`src/rtl/seq_det_fsm_if.sv`:
```
// ---------------------------------------------------------------------------
// seq_det_fsm_if
// Bus bundle between a serial pattern detector and its user.
//   en        : sample valid, din consumed only when high
//   din       : serial data bit
//   clr       : synchronous clear of detector state and match counter
//   pattern   : W-bit target, pattern[W-1] is the first bit received
//   y_mealy   : combinational hit on the final matching bit
//   y_moore   : registered, high while the detector sits in MATCH
//   match_cnt : saturating count of detected matches
//   state     : current matched-prefix length (debug)
// master drives the stream, slave is the detector.
// ---------------------------------------------------------------------------
interface seq_det_fsm_if #(
   parameter int W     = 4,
   parameter int CNT_W = 8
);
   localparam int SW = $clog2(W + 1);

   logic             en;
   logic             din;
   logic             clr;
   logic [W-1:0]     pattern;
   logic             y_mealy;
   logic             y_moore;
   logic [CNT_W-1:0] match_cnt;
   logic [SW-1:0]    state;

   modport master (
      output en, din, clr, pattern,
      input  y_mealy, y_moore, match_cnt, state
   );

   modport slave (
      input  en, din, clr, pattern,
      output y_mealy, y_moore, match_cnt, state
   );
endinterface

```
`src/rtl/seq_det_fsm.sv`:
```
// ---------------------------------------------------------------------------
// seq_det_fsm
// Runtime-programmable W-bit serial pattern detector.
//   clk   : rising-edge system clock
//   rst_n : asynchronous active-low reset
//   bus   : seq_det_fsm_if slave modport (en, din, clr, pattern in;
//           y_mealy, y_moore, match_cnt, state out)
// The state is the length of the longest pattern prefix that is a suffix of
// the consumed stream. The fallback after a mismatch is recomputed each cycle
// directly from the pattern, so the pattern can be reprogrammed without any
// precomputed failure table.
// ---------------------------------------------------------------------------
module seq_det_fsm #(
   parameter int W       = 4,
   parameter bit OVERLAP = 1'b1,
   parameter int CNT_W   = 8
) (
   input logic          clk,
   input logic          rst_n,
   seq_det_fsm_if.slave bus
);
   localparam int            SW    = $clog2(W + 1);
   localparam int            TW    = W + 1;
   localparam logic [SW-1:0] EMPTY = '0;
   localparam logic [SW-1:0] MATCH = SW'(W);

   logic [SW-1:0]    state_q;
   logic             moore_q;
   logic [CNT_W-1:0] cnt_q;

   logic [SW-1:0]    base;
   logic [SW-1:0]    next_state;
   logic [TW-1:0]    hist_din;
   logic [TW-1:0]    mask;
   logic [TW-1:0]    prefix;
   logic             hit;

   // Next-state search: try every candidate length j and keep the largest
   // whose pattern prefix equals the tail of (matched prefix, din).
   always_comb begin
      // NOTE: every combinational output gets a default before the loop so no
      // path leaves it unassigned and no latch is inferred.
      next_state = EMPTY;
      mask       = '0;
      prefix     = '0;
      // Without overlap a completed match restarts the search from empty.
      base = (state_q == MATCH && !OVERLAP) ? EMPTY : state_q;
      // The matched prefix is the top 'base' bits of the pattern; append din.
      hist_din = (({1'b0, bus.pattern} >> (MATCH - base)) << 1) | {{W{1'b0}}, bus.din};
      for (int j = 1; j <= W; j++) begin
         mask   = TW'((1 << j) - 1);
         prefix = {1'b0, bus.pattern} >> (W - j);
         if ((j <= int'(base) + 1) && ((hist_din & mask) == prefix)) begin
            next_state = SW'(j);
         end
      end
   end

   assign hit = (next_state == MATCH);

   // NOTE: state registers use non-blocking assignments so every register
   // samples pre-edge values regardless of statement order.
   always_ff @(posedge clk or negedge rst_n) begin
      if (!rst_n) begin
         state_q <= EMPTY;
         moore_q <= 1'b0;
         cnt_q   <= '0;
      end else if (bus.clr) begin
         state_q <= EMPTY;
         moore_q <= 1'b0;
         cnt_q   <= '0;
      end else if (bus.en) begin
         state_q <= next_state;
         moore_q <= hit;
         // Saturate at all-ones instead of wrapping.
         if (hit && cnt_q != '1) begin
            cnt_q <= cnt_q + CNT_W'(1);
         end
      end
   end

   // rst_n gates the Mealy output so it is quiet throughout reset.
   assign bus.y_mealy   = rst_n & bus.en & ~bus.clr & hit;
   assign bus.y_moore   = moore_q;
   assign bus.match_cnt = cnt_q;
   assign bus.state     = state_q;

endmodule

```
`src/flat_wrapper.sv`:
```
// flat-port wrapper written by rule: the top's interface ports become plain ports
module seq_det_fsm_flat 
#(
   parameter int W       = 4,
   parameter bit OVERLAP = 1'b1,
   parameter int CNT_W   = 8
)
  (clk, rst_n, bus_en, bus_din, bus_clr, bus_pattern, bus_y_mealy, bus_y_moore, bus_match_cnt, bus_state);
  seq_det_fsm_if #(.W(W), .CNT_W(CNT_W)) bus_i ();
  input logic clk;
  input logic rst_n;
  input wire logic [$bits(bus_i.en)-1:0] bus_en;
  input wire logic [$bits(bus_i.din)-1:0] bus_din;
  input wire logic [$bits(bus_i.clr)-1:0] bus_clr;
  input wire logic [$bits(bus_i.pattern)-1:0] bus_pattern;
  output wire logic [$bits(bus_i.y_mealy)-1:0] bus_y_mealy;
  output wire logic [$bits(bus_i.y_moore)-1:0] bus_y_moore;
  output wire logic [$bits(bus_i.match_cnt)-1:0] bus_match_cnt;
  output wire logic [$bits(bus_i.state)-1:0] bus_state;
  assign bus_i.en = bus_en;
  assign bus_i.din = bus_din;
  assign bus_i.clr = bus_clr;
  assign bus_i.pattern = bus_pattern;
  assign bus_y_mealy = bus_i.y_mealy;
  assign bus_y_moore = bus_i.y_moore;
  assign bus_match_cnt = bus_i.match_cnt;
  assign bus_state = bus_i.state;
  seq_det_fsm #(.W(W), .OVERLAP(OVERLAP), .CNT_W(CNT_W)) u_core (.clk(clk), .rst_n(rst_n), .bus(bus_i));
endmodule
```
`config.mk`:
```
export PLATFORM = sky130hd
export DESIGN_NAME = seq_det_fsm_flat
export DESIGN_NICKNAME = d
export VERILOG_FILES = /design/src/rtl/seq_det_fsm_if.sv /design/src/rtl/seq_det_fsm.sv /design/src/flat_wrapper.sv
export SDC_FILE = /design/constraint.sdc
export NUM_CORES = 1
export LEC_CHECK = 0
export ABC_AREA = 1
export CAP_MARGIN = 20
export CORE_UTILIZATION = 54
export CTS_BUF_LIST = sky130_fd_sc_hd__clkbuf_16
export CTS_CLUSTER_SIZE = 10
export DETAILED_ROUTE_END_ITERATION = 10
export PLACE_DENSITY = 0.84
export SLEW_MARGIN = 25
export SYNTH_ARGS = -nofsm -noshare
export SYNTH_HDL_FRONTEND = slang
export SYNTH_SLANG_ARGS = --single-unit
```
`constraint.sdc`:
```
create_clock -name clk -period 5.3 [get_ports clk]
set_input_delay 1.06 -clock clk [delete_from_list [all_inputs] [get_ports clk]]
set_output_delay 1.06 -clock clk [all_outputs]
set_load 0.005 [all_outputs]
```
==> metrics.txt <==
status=complete, no violations; diodes inserted=0; clock power share=~45%; # Post-CTS Setup Buffers=0; Synth Cell Area=around 0.0011 mm²; 1st-iter DRT viols=49; Post-CTS Resized=0; clk root buf=clkbuf_16; post-synth net total=around 170; clk_skew=2.25 ps; proportion of layout cells with a drive suffix above 1=8.38%; max cap viols=0; pwr/cell area=225 mW/mm²; Die H=46.4 µm; number of global-route vias before repair=997; drt pass-1 iters=5; final wirelength=2670 µm; DP Area=0.00130 mm²; Unique masters post-synth=23; Yosys top cell area share=28.2%; Final Instance Area=0.00138 mm²; Tmin final=4160 ps; final hold viol count=0; Critical Path Start Type=input port; Synth area leaders=dfrtp_1, nand2_1, nand3_1, nor2_1, ha_1; Setup CP Type=input port to output pin; # IOs=22; Setup Viol. Count Final=0; core area=0.00178 mm²; CTS buffer count=3; ys async rst share=100%; sequential cell fraction of total power=32.7%; internal power=223 µW; CP Max Fanout=7; Ys Warns=0; GRT Total Usage=26.9%; worst-margin pin slew=between 600 and 700 ps; post-route clock period utilization=about four fifths; CTS H-tree depth=1; Main synth FF type=dfrtp_1; Synth Register Bits=12; most frequent cells in the layout=nand2_1, nand3_1, clkdlybuf4s50_1; Tot Pwr=around 310 µW; P_sw=approximately 87 µW; num rows=15; CTS Sinks=12; GPL Wtd Cong=0.892; post-route ant nets=0; P&R area growth vs syn=29.4%; largest area contributor in the netlist=dfrtp_1; CTS Hold Bufs=0; Die Wd=46.4 µm; largest net degree at the start of global routing=14; DR WL/cell=13.1 µm; Remaining DRCs=0; Sw Share=27.9%; post-DR vias/cell=5.36; HPWL Detailed=1950 µm; Worst-path clk slew=roughly 40 ps; net total in the final layout=roughly 190; area occupied by multi-input gates=between 600 and 700 µm²; total negative slack=0 ps; leakage power=0.000691 µW; Syn Inst Count=155; Post-Syn Area per Cell=6.86 µm²; commonest non-fill, non-tap cell in the layout=nand2_1; HP Class=flop to flop; combinational power share=22.3%; sequential share of the synthesized area=28.2%; Post-synth EDFFs=0; fin worst setup slack=1140 ps; port buffer count=21; Fmax achieved=approximately 240 MHz; initial core utilization=59.6%; worst slack, placed=1140 ps; Pins Over Slew Limit=0; initial antenna violation count=0; Slew HR=59.4%; CTS tree=built; RSZ-0062 raised after global routing=no; FF+latch area=between 300 and 400 µm²; Max VDD drop=0.192 mV; via count=1094; number of fill cells in the layout=135; die area=0.00215 mm²; first-pass GRT wire length=4050 µm; clk_lat worst skew=about 240 ps; crit path DAT=3100 ps; Bufs on Longest Clock Path=2; crit end category=output pin; Worst EP required=4240 ps; grt ovf=0
## cell families after synthesis
family | Yosys count | synth area share (%)
simple gates | 109 | 50.6
buf+inv | 17 | 6.35
flops | 12 | 28.2
xor+xnor | 9 | 7.41
fa+ha+maj | 5 | 5.88
compound gates | 3 | 1.53
## final cells by class
type / count / area share (%)
Multi-Input combinational cell: 126 / 50.5
Sequential cell: 12 / 21.8
Timing Repair Buffer: 21 / 15.3
Clock buffer: 3 / 5.45
Inverter: 16 / 4.36
Tap cell: 25 / 2.27
Clock inverter: 1 / 0.273
## flip-flops by register name, summed over array words and instances (netlist names)
name and cells:
u_core.bus.match_cnt 8, u_core.bus.state 3, u_core.bus.y_moore 1
## per-stage QoR
stage               std cells  utilization (%)  hold slack [ps]
floorplan                 155                -              474
global placement          200             72.8              468
detailed placement        200             72.8              503
CTS                       204             77.2              517
global route              204             77.2              527
finish                    204             77.2              514
## power groups by stage
stage	combinational [µW]	clock, µW	sequential, µW
5_1_grt	76.2	143	102
2_1_floorplan	42.2	0	102
6_report	69.1	139	101
4_1_cts	68.9	140	101
3_3_place_gp	66.1	0	102
3_5_place_dp	67.8	0	102
## synth_stat cells (2+ instances only)
cell type / count
nor3_1: 2
xor2_1: 7
ha_1: 5
dfrtp_1: 12
a21oi_1: 2
inv_1: 14
nand3_2: 2
nand4_1: 6
nand2_1: 52
nand3_1: 21
nand2_2: 3
nor2_1: 17
xnor2_1: 2
## per-layer routing
metal | vias up | track usage [%] | wire length (µm)
li1 | 543 | - | -
met3 | 7 | 5.10 | 134
met2 | 52 | 51.4 | 1470
met1 | 492 | 26.9 | 1020
met5 | - | 0 | 0
met4 | 0 | 13.5 | 48
## critical path, cell delays in order
cell	delay [ps]
clkdlybuf4s50_1	600
nand2_1	140
nand2_1	130
nand3_1	90
and2_4	170
nor2_8	130
nand4_1	150
nor2_1	120
clkdlybuf4s50_1	500
## worst paths after layout
path,from,to,slack (ps),cells past startpoint
hold / removal,u_core.bus.y_moore,u_core.bus.y_moore,510,2
min in group asynchronous,rst_n,u_core.bus.match_cnt[1],1200,1
setup / recovery,bus_pattern[3],bus_y_mealy,1140,9
hold reg to reg,u_core.bus.y_moore,u_core.bus.y_moore,510,2
setup reg to reg,u_core.bus.state[0],u_core.bus.match_cnt[6],3050,11
max in group asynchronous,rst_n,u_core.bus.match_cnt[6],3700,1
No activity file was read; power rests on OpenSTA's default activity.
